[config.mk]
export PLATFORM = sky130hd
export DESIGN_NAME = usb_ep_mux
export DESIGN_NICKNAME = d
export VERILOG_FILES = /design/src/rtl/usb_pkg.sv /design/src/rtl/usb_ep_mux.sv
export SDC_FILE = /design/constraint.sdc
export NUM_CORES = 1
export LEC_CHECK = 0
export ABC_AREA = 0
export BUFFER_PORTS_ARGS = -buffer_cell sky130_fd_sc_hd__clkbuf_2
export CAP_MARGIN = 40
export CORE_MARGIN = 4
export CORE_UTILIZATION = 30
export CTS_CLUSTER_SIZE = 40
export DETAILED_ROUTE_END_ITERATION = 7
export PLACE_DENSITY = 0.63
export SYNTH_ARGS = -nofsm -noshare
export SYNTH_HDL_FRONTEND = slang
export SYNTH_SLANG_ARGS = --single-unit
[constraint.sdc]
create_clock -name clock -period 2 [get_ports clock]
set_input_delay 0.4 -clock clock [delete_from_list [all_inputs] [get_ports clock]]
set_output_delay 0.4 -clock clock [all_outputs]
set_load 0.05 [all_outputs]
[src/rtl/usb_pkg.sv]
// Shared USB constants, endpoint FSM state type and endpoint-number decode helpers.
package usb_pkg;

  localparam logic [3:0] HSK_ACK   = 4'b0010;
  localparam logic [3:0] HSK_NAK   = 4'b1010;
  localparam logic [3:0] HSK_STALL = 4'b1110;
  localparam logic [3:0] HSK_NYET  = 4'b0110;

  localparam logic [1:0] TOK_SETUP = 2'b11;
  localparam logic [1:0] TOK_IN    = 2'b10;
  localparam logic [1:0] TOK_OUT   = 2'b00;

  typedef enum logic [1:0] {
    ST_IDLE,
    ST_IN_ACT,
    ST_OUT_ACT,
    ST_OUT_DROP
  } ep_state_e;

  // One-hot of (ep - base); all zero when ep is below base or beyond the last endpoint.
  function automatic logic [15:0] ep_onehot(input logic [3:0] ep, input int base, input int num);
    int d;
    d = int'(ep) - base;
    if (d >= 0 && d < num) return 16'd1 << d;
    return 16'd0;
  endfunction

  function automatic logic [3:0] ep_index(input logic [3:0] ep, input int base);
    return ep - 4'(base);
  endfunction

endpackage

[src/rtl/usb_ep_mux.sv]
// Routes usb_xfer bulk IN/OUT traffic to NUM_EPS application endpoints; data paths are
// combinational, completion/abort pulses are registered one cycle after their cause.
module usb_ep_mux #(
  parameter int NUM_EPS = 2,
  parameter int EP_BASE = 1
) (
  input  logic                   clock,
  input  logic                   reset,
  input  logic                   trn_start_i,
  input  logic [3:0]             trn_endpoint_i,
  input  logic                   blk_in_xfer_i,
  input  logic                   blk_out_xfer_i,
  input  logic [3:0]             blk_xfer_endpoint_i,
  output logic                   bid_has_data_o,
  output logic                   bid_tvalid_o,
  output logic                   bid_tlast_o,
  output logic [7:0]             bid_tdata_o,
  input  logic                   bid_tready_i,
  output logic                   blk_xfer_out_ready_read_o,
  input  logic [7:0]             blk_xfer_out_data_i,
  input  logic                   blk_xfer_out_data_valid_i,
  input  logic [NUM_EPS-1:0]     ep_has_data_i,
  input  logic [NUM_EPS-1:0]     ep_tvalid_i,
  input  logic [NUM_EPS-1:0]     ep_tlast_i,
  input  logic [8*NUM_EPS-1:0]   ep_tdata_i,
  output logic [NUM_EPS-1:0]     ep_tready_o,
  input  logic [NUM_EPS-1:0]     ep_out_ready_i,
  output logic [NUM_EPS-1:0]     ep_out_tvalid_o,
  output logic [7:0]             ep_out_tdata_o,
  output logic [NUM_EPS-1:0]     ep_out_end_o,
  output logic [NUM_EPS-1:0]     ep_in_done_o,
  output logic [NUM_EPS-1:0]     ep_in_abort_o
);
  import usb_pkg::*;

  ep_state_e        state;
  logic [3:0]       sel;
  logic [3:0]       pend_sel;
  logic             out_ok;
  logic             out_q;
  logic             mid;

  logic [NUM_EPS-1:0] tok_m;
  logic [NUM_EPS-1:0] in_m;
  logic [NUM_EPS-1:0] sel_m;
  logic [NUM_EPS-1:0] pend_m;
  logic [NUM_EPS-1:0] out_m;
  logic               in_beat;
  logic               out_rise;
  logic               out_live;

  assign tok_m  = NUM_EPS'(ep_onehot(trn_endpoint_i, EP_BASE, NUM_EPS));
  assign in_m   = blk_in_xfer_i ? NUM_EPS'(ep_onehot(blk_xfer_endpoint_i, EP_BASE, NUM_EPS)) : '0;
  assign sel_m  = NUM_EPS'(16'd1 << sel);
  assign pend_m = NUM_EPS'(16'd1 << pend_sel);

  // Token-time answers must be valid in the same cycle as trn_start_i.
  assign bid_has_data_o            = |(ep_has_data_i & tok_m);
  assign blk_xfer_out_ready_read_o = |(ep_out_ready_i & tok_m);

  assign bid_tvalid_o = |(ep_tvalid_i & in_m);
  assign bid_tlast_o  = |(ep_tlast_i & in_m);
  assign ep_tready_o  = bid_tready_i ? in_m : '0;
  assign in_beat      = bid_tvalid_o & bid_tready_i;

  always_comb begin
    bid_tdata_o = '0;
    for (int i = 0; i < NUM_EPS; i++) begin
      if (in_m[i]) bid_tdata_o = ep_tdata_i[8*i +: 8];
    end
  end

  // A byte arriving on the very cycle the OUT session rises still reaches the latched sink.
  assign out_rise = blk_out_xfer_i & ~out_q;
  assign out_live = (state == ST_OUT_ACT) ||
                    (state == ST_IDLE && !blk_in_xfer_i && out_rise && out_ok);
  assign out_m    = (state == ST_OUT_ACT) ? sel_m : pend_m;
  assign ep_out_tvalid_o = (out_live && blk_out_xfer_i && blk_xfer_out_data_valid_i) ? out_m : '0;
  assign ep_out_tdata_o  = blk_xfer_out_data_i;

  always_ff @(posedge clock) begin
    if (reset) begin
      state         <= ST_IDLE;
      sel           <= '0;
      pend_sel      <= '0;
      out_ok        <= 1'b0;
      out_q         <= 1'b0;
      mid           <= 1'b0;
      ep_in_done_o  <= '0;
      ep_in_abort_o <= '0;
      ep_out_end_o  <= '0;
    end else begin
      out_q         <= blk_out_xfer_i;
      ep_in_done_o  <= '0;
      ep_in_abort_o <= '0;
      ep_out_end_o  <= '0;
      if (trn_start_i) begin
        pend_sel <= ep_index(trn_endpoint_i, EP_BASE);
        out_ok   <= blk_xfer_out_ready_read_o;
      end
      case (state)
        ST_IDLE: begin
          if (blk_in_xfer_i) begin
            state <= ST_IN_ACT;
            sel   <= ep_index(blk_xfer_endpoint_i, EP_BASE);
            if (in_beat) begin
              mid <= ~bid_tlast_o;
              if (bid_tlast_o) ep_in_done_o <= in_m;
            end
          end else if (out_rise) begin
            state <= out_ok ? ST_OUT_ACT : ST_OUT_DROP;
            sel   <= pend_sel;
          end
        end
        ST_IN_ACT: begin
          if (!blk_in_xfer_i) begin
            state <= ST_IDLE;
            mid   <= 1'b0;
            if (mid) ep_in_abort_o <= sel_m;
          end else if (in_beat) begin
            mid <= ~bid_tlast_o;
            if (bid_tlast_o) ep_in_done_o <= sel_m;
          end
        end
        ST_OUT_ACT: begin
          if (!blk_out_xfer_i) begin
            state        <= ST_IDLE;
            ep_out_end_o <= sel_m;
          end
        end
        ST_OUT_DROP: begin
          if (!blk_out_xfer_i) state <= ST_IDLE;
        end
        default: state <= ST_IDLE;
      endcase
    end
  end

endmodule

======== Yosys cells after proc, flatten, opt, wreduce, memory -nomap -nowiden ========
Index checks and enable logic that the tools add are counted.
word-level totals
  bits in read-only memories .............. 0
  logic and storage cells ................. 92
  RAM bits ................................ 0
  bits in registers ....................... 19
  memories kept ........................... 0
  bits in latches ......................... 0
operators by class
  shift operators ......................... 4
  multiply operators ...................... 0
  muxes and demuxes ....................... 31
  add/subtract/negate cells ............... 4
  divide/modulo/power cells ............... 0
  bitwise gates (word level) .............. 11
  equality and inequality tests ........... 7
  reduce and logical (&&, ||, !) cells .... 22
  $lt $le $gt $ge ......................... 4
operator list
  kind                  count
  $shl 1x32->2 const A  2
  $mux 2                18
  $mux 8                2
  $ge 5x1->1 const B    2
  $lt 5x3->1 const B    2
  $reduce_or 2->1       5
  $sub 4x1->5 const B   2
  $and 2x2->2           4
  $mux 4                2
  $shl 1x4->2 const A   2
  $sub 4x1->4 const B   2
  $logic_and 1x1->1     7
  $mux 1                6
  $ne 2x2->1 const B    3
  $pmux 2 s3            1
  $not 1->1             5
  $eq 2x2->1 const B    2
  $pmux 2 s2            1
  $reduce_and 2->1      2
  $reduce_bool 2->1     2
  $reduce_or 4->1       1
  $ne 3x3->1 const B    1
  $reduce_and 3->1      1
  $reduce_or 3->1       1
  6 further kinds       7

======== Longest topological paths before layout ========
  depth after elaboration ................. 12
  depth in mapped cells ................... 8

======== Worst setup path before layout ========
Ideal clock, no wire load.
  path kind ............................... in2out
  from .................................... input blk_xfer_endpoint_i[0]
  to ...................................... output ep_tready_o[0]
  stages on the path ...................... 6
  data arrival time ....................... 2.391 ns
  buffers on the path ..................... 1
  slack ................................... -0.791 ns
  path through ............................ buf_6 -> inv_1 -> ha_1 -> o41ai_4 -> nand3_2 -> nor3_1
on the way
  longest elaborated chain between the ends .. 7
RTL lines
  what                                             line              RTL
  start, declared                                  usb_ep_mux.sv:13  input logic [3:0] blk_xfer_endpoint_i,
  $sub 4x1->5 *                                    usb_pkg.sv:23     d = int'(ep) - base;
  $ge 5x1->1 / $lt 5x3->1 (equally long branches)  usb_pkg.sv:24     if (d >= 0 && d < num) return 16'd1 << d;
  $logic_and 1x1->1                                usb_pkg.sv:24
  $mux 1                                           usb_pkg.sv:24
  $mux 2 *                                         usb_pkg.sv:25     return 16'd0;
  $mux 2 *                                         usb_ep_mux.sv:53  assign in_m = blk_in_xfer_i ? NUM_EPS'(ep_onehot(blk_xfer_endpoint_i, EP_BASE, NUM_EPS)) : '0;
  $mux 2 *                                         usb_ep_mux.sv:63  assign ep_tready_o = bid_tready_i ? in_m : '0;
  end, declared                                    usb_ep_mux.sv:26  output logic [NUM_EPS-1:0] ep_tready_o,
Every way passes the cells marked *; elsewhere a longest branch is shown, timed or not. The select of a mux whose other input is x is not followed.

======== Worst setup path after layout ========
  from .................................... input blk_xfer_endpoint_i[0]
  to ...................................... output bid_tdata_o[6]
on the way
  longest elaborated chain between the ends .. 8
RTL lines
  what                                             line              RTL
  $sub 4x1->5 *                                    usb_pkg.sv:23
  $ge 5x1->1 / $lt 5x3->1 (equally long branches)  usb_pkg.sv:24
  $logic_and 1x1->1                                usb_pkg.sv:24
  $mux 1                                           usb_pkg.sv:24
  $mux 2 *                                         usb_pkg.sv:25
  $mux 2 *                                         usb_ep_mux.sv:53
  $mux 8                                           usb_ep_mux.sv:69  if (in_m[i]) bid_tdata_o = ep_tdata_i[8*i +: 8];
  $mux 8 *                                         usb_ep_mux.sv:69
  end, declared                                    usb_ep_mux.sv:17  output logic [7:0] bid_tdata_o,
Marked as above.

==> flow_metrics.py <==
metrics = {
    "drt": {
        "wl_per_cell_um": 13.3,
        "vias": 1405,
        "drc_errors": 0,
        "vias_per_cell": 4.86,
        "dr_wl_met2_um": 2060,
        "route.met3.wl_um": 169,
        "m1WireLength_um": 1550,
        "top_layer": "met4",
        "drt_iter0_markers": 52,
        "firstDrtPassIters": 4,
        "ant_nets": 0,
        "routed_wl_um": 3850,
    },
    "clocking": {
        "cts-htree-levels": 1,
        "clkSlewWorstSetupHoldPaths_ns": 0.07,
        "hold_buffers": 0,
        "cts_sinks": 19,
        "cts_buffers": 3,
        "cts_root_buf": "clkbuf_8",
        "cts_tree": "yes",
        "clk_latency_ns": 0.26,
        "clockBufferDepth": 2,
    },
    "timing": {
        "tightest_slew_ns": 0.494,
        "finalHoldViolations": 0,
        "rsz0062_at_grt": "true",
        "max_freq_mhz": 461,
        "fin_skew_ns": 0.00642,
        "setup_slack_ns": -0.168,
        "setup_viol": 12,
        "maxSlewViolCount": 0,
        "max-slew-margin-rel": 0.669,
        "post-route-period-util": 1.08,
        "min_period_ns": 2.17,
    },
    "synth": {
        "synth_cells": 162,
        "syn_nets": 212,
        "mappedNetlistArea_mm2": 0.00132,
        "yosysUniqueCellTypes": 43,
        "synth_edf_count": 0,
        "ys_seq_area_frac": 0.287,
        "yosysWarnings": 0,
        "synth.ff_latch_count": 19,
        "synthArstFlopShare": 0,
        "syn_avg_cell_area_um2": 8.17,
        "ys_dominant_reg_cell": "dfxtp_1",
    },
    "floorplanning": {
        "die_area_mm2": 0.00554,
        "start_util": 0.319,
        "die_h_um": 74.4,
        "io_pins": 77,
        "die_w_um": 74.4,
        "fp.coreArea_mm2": 0.00414,
        "fp-row-count": 23,
    },
    "run": {
        "maxCapViolCount": 0,
    },
    "place": {
        "place_congestion": 0.835,
        "port_buffers": 60,
        "post-place-ws_ns": -0.281,
        "dp_hpwl_um": 2910,
    },
    "finish": {
        "num-nets-final": 290,
        "utilization": 0.543,
        "drive_gt1_frac": 0.519,
        "syn2layout_area_growth_pct": 69.9,
        "antennaDiodeCount": 0,
    },
    "status": {
        "violations": "negative setup slack",
        "outcome": "finished with violations",
    },
    "global_route": {
        "grt_pass1_vias": 1425,
        "grt_overflow": 0,
        "grtUsageTotal": 0.144,
        "grt_max_degree": 17,
        "antenna_found_initial": 0,
        "grt_pass1_wl_um": 6350,
    },
    "pwr": {
        "comb_power_share": 0.345,
        "power_per_cell_area_mw_per_mm2": 457,
        "p_sw_w": 0.000317,
        "power_frac_clock": 0.259,
        "p_int_w": 0.000711,
        "peakVddDrop_mv": 0.263,
        "seq_power_share": 0.396,
        "power.leakage_nw": 0.994,
        "switching_share": 0.309,
    },
    "setup_path": {
        "critical_path_arrival_ns": 1.77,
        "crit_type": "in2out",
        "rr_worst_depth": 5,
        "cp.required_ns": 1.60,
        "crit_fanout": 6,
        "start_kind": "input port",
        "critPathCaptureType": "output port",
    },
    "worst_hold_path": {
        "hold_class": "in2reg",
        "hold_path_depth": 2,
    },
}
## layer usage
| metal | vias up | global-route usage |
|---|---|---|
| li1 | 725 | - |
| met1 | 641 | 0.181 |
| met2 | 31 | 0.249 |
| met3 | 8 | 0.0338 |
| met4 | 0 | 0.0375 |
| met5 | - | 0 |
## worst paths after layout
| check | slack, ns | startpoint | to |
|---|---|---|---|
| hold / removal | 0.40 | blk_out_xfer_i | ep_out_end_o[1] |
| setup / recovery | -0.17 | blk_xfer_endpoint_i[0] | bid_tdata_o[6] |
| hold reg to reg | 0.45 | sel[2] | sel[2] |
| setup reg to reg | 0.69 | state[1] | sel[1] |
## registers in the layout, summed over array words and instances (netlist names), 2 cells and up
signal         flops
ep_in_abort_o      2
ep_in_done_o       2
ep_out_end_o       2
pend_sel           4
sel                4
state              2
## final cells by class
cell class | instances | area [um2]
Clock buffer | 3 | 41.3
Sequential cell | 19 | 380
Multi-Input combinational cell | 119 | 937
Tap cell | 50 | 62.6
Fill cell | 394 | 1890
Inverter | 8 | 40.0
Timing Repair Buffer | 89 | 783
Clock inverter | 1 | 5.00
## worst max-delay path: stages
cell and delay (ns):
clkbuf_16 0.11, inv_6 0.03, ha_4 0.15, o41ai_4 0.38
nand3_2 0.16, buf_12 0.18, buf_6 0.11, nor2_4 0.09
buf_12 0.14
## timing repair
item                       4_1_cts  5_1_grt
resized for setup               39       21
gates cloned                     1        0
setup endpoints to repair       14       15
pin swaps                        7        9
buffers inserted                 3        2
## per-stage QoR
step           std cells  hold WS [ns]  instance area (um2)  TNS, ns  power (W)
2_1_floorplan        162         0.430                 1430    -2.04   0.000647
3_3_place_gp         280         0.446                 1950    -2.30   0.000724
3_5_place_dp         280         0.446                 1950    -3.03   0.000727
4_1_cts              288         0.400                 2220    -2.49    0.00103
5_1_grt              289         0.428                 2250    -2.02    0.00109
6_report             289         0.404                 2250    -1.27    0.00103
## power groups by stage
stage / Sequential (W) / Combinational, W / Clock (W)
2_1_floorplan: 0.000416 / 0.000232 / 0
3_3_place_gp: 0.000416 / 0.000308 / 0
3_5_place_dp: 0.000416 / 0.000312 / 0
4_1_cts: 0.000407 / 0.000346 / 0.000272
5_1_grt: 0.000410 / 0.000388 / 0.000291
6_report: 0.000407 / 0.000355 / 0.000267
## cells by family after synthesis
kind of cell               synth area share
muxes                                 0.108
xor gates and xnor gates             0.0265
buffers and inverters                 0.103
AOI/OAI and AO/OA                     0.164
adders and majority gates            0.0284
and+or+nand+nor                       0.284
DFF                                   0.287
## Yosys cell counts, types with 4 or more instances
cell type | count | area, um2
nor2_1 | 20 | 75.1
dfxtp_1 | 19 | 380
mux2i_1 | 12 | 120
nand2_1 | 9 | 33.8
nor2_2 | 9 | 56.3
buf_4 | 8 | 60.1
nor3_1 | 8 | 40.0
inv_1 | 7 | 26.3
a21oi_1 | 5 | 25.0
a211oi_1 | 4 | 30.0
and3_1 | 4 | 25.0
clkbuf_1 | 4 | 15.0
xnor2_1 | 4 | 35.0
## layout by cell type (no fill, tap or decap), drive strengths merged, types with 4 or more instances in the layout
cell    Yosys  routed
inv         8       8
dfxtp      19      19
nor3        8       8
xnor2       4       4
and3        4       4
buf        12      43
mux2i      12      12
nand2       9       9
clkbuf      4      49
a21oi       5       5
nor2       30      30
nand3       4       4
a211oi      4       4
Note: power is estimated with default switching activity, not from simulation.
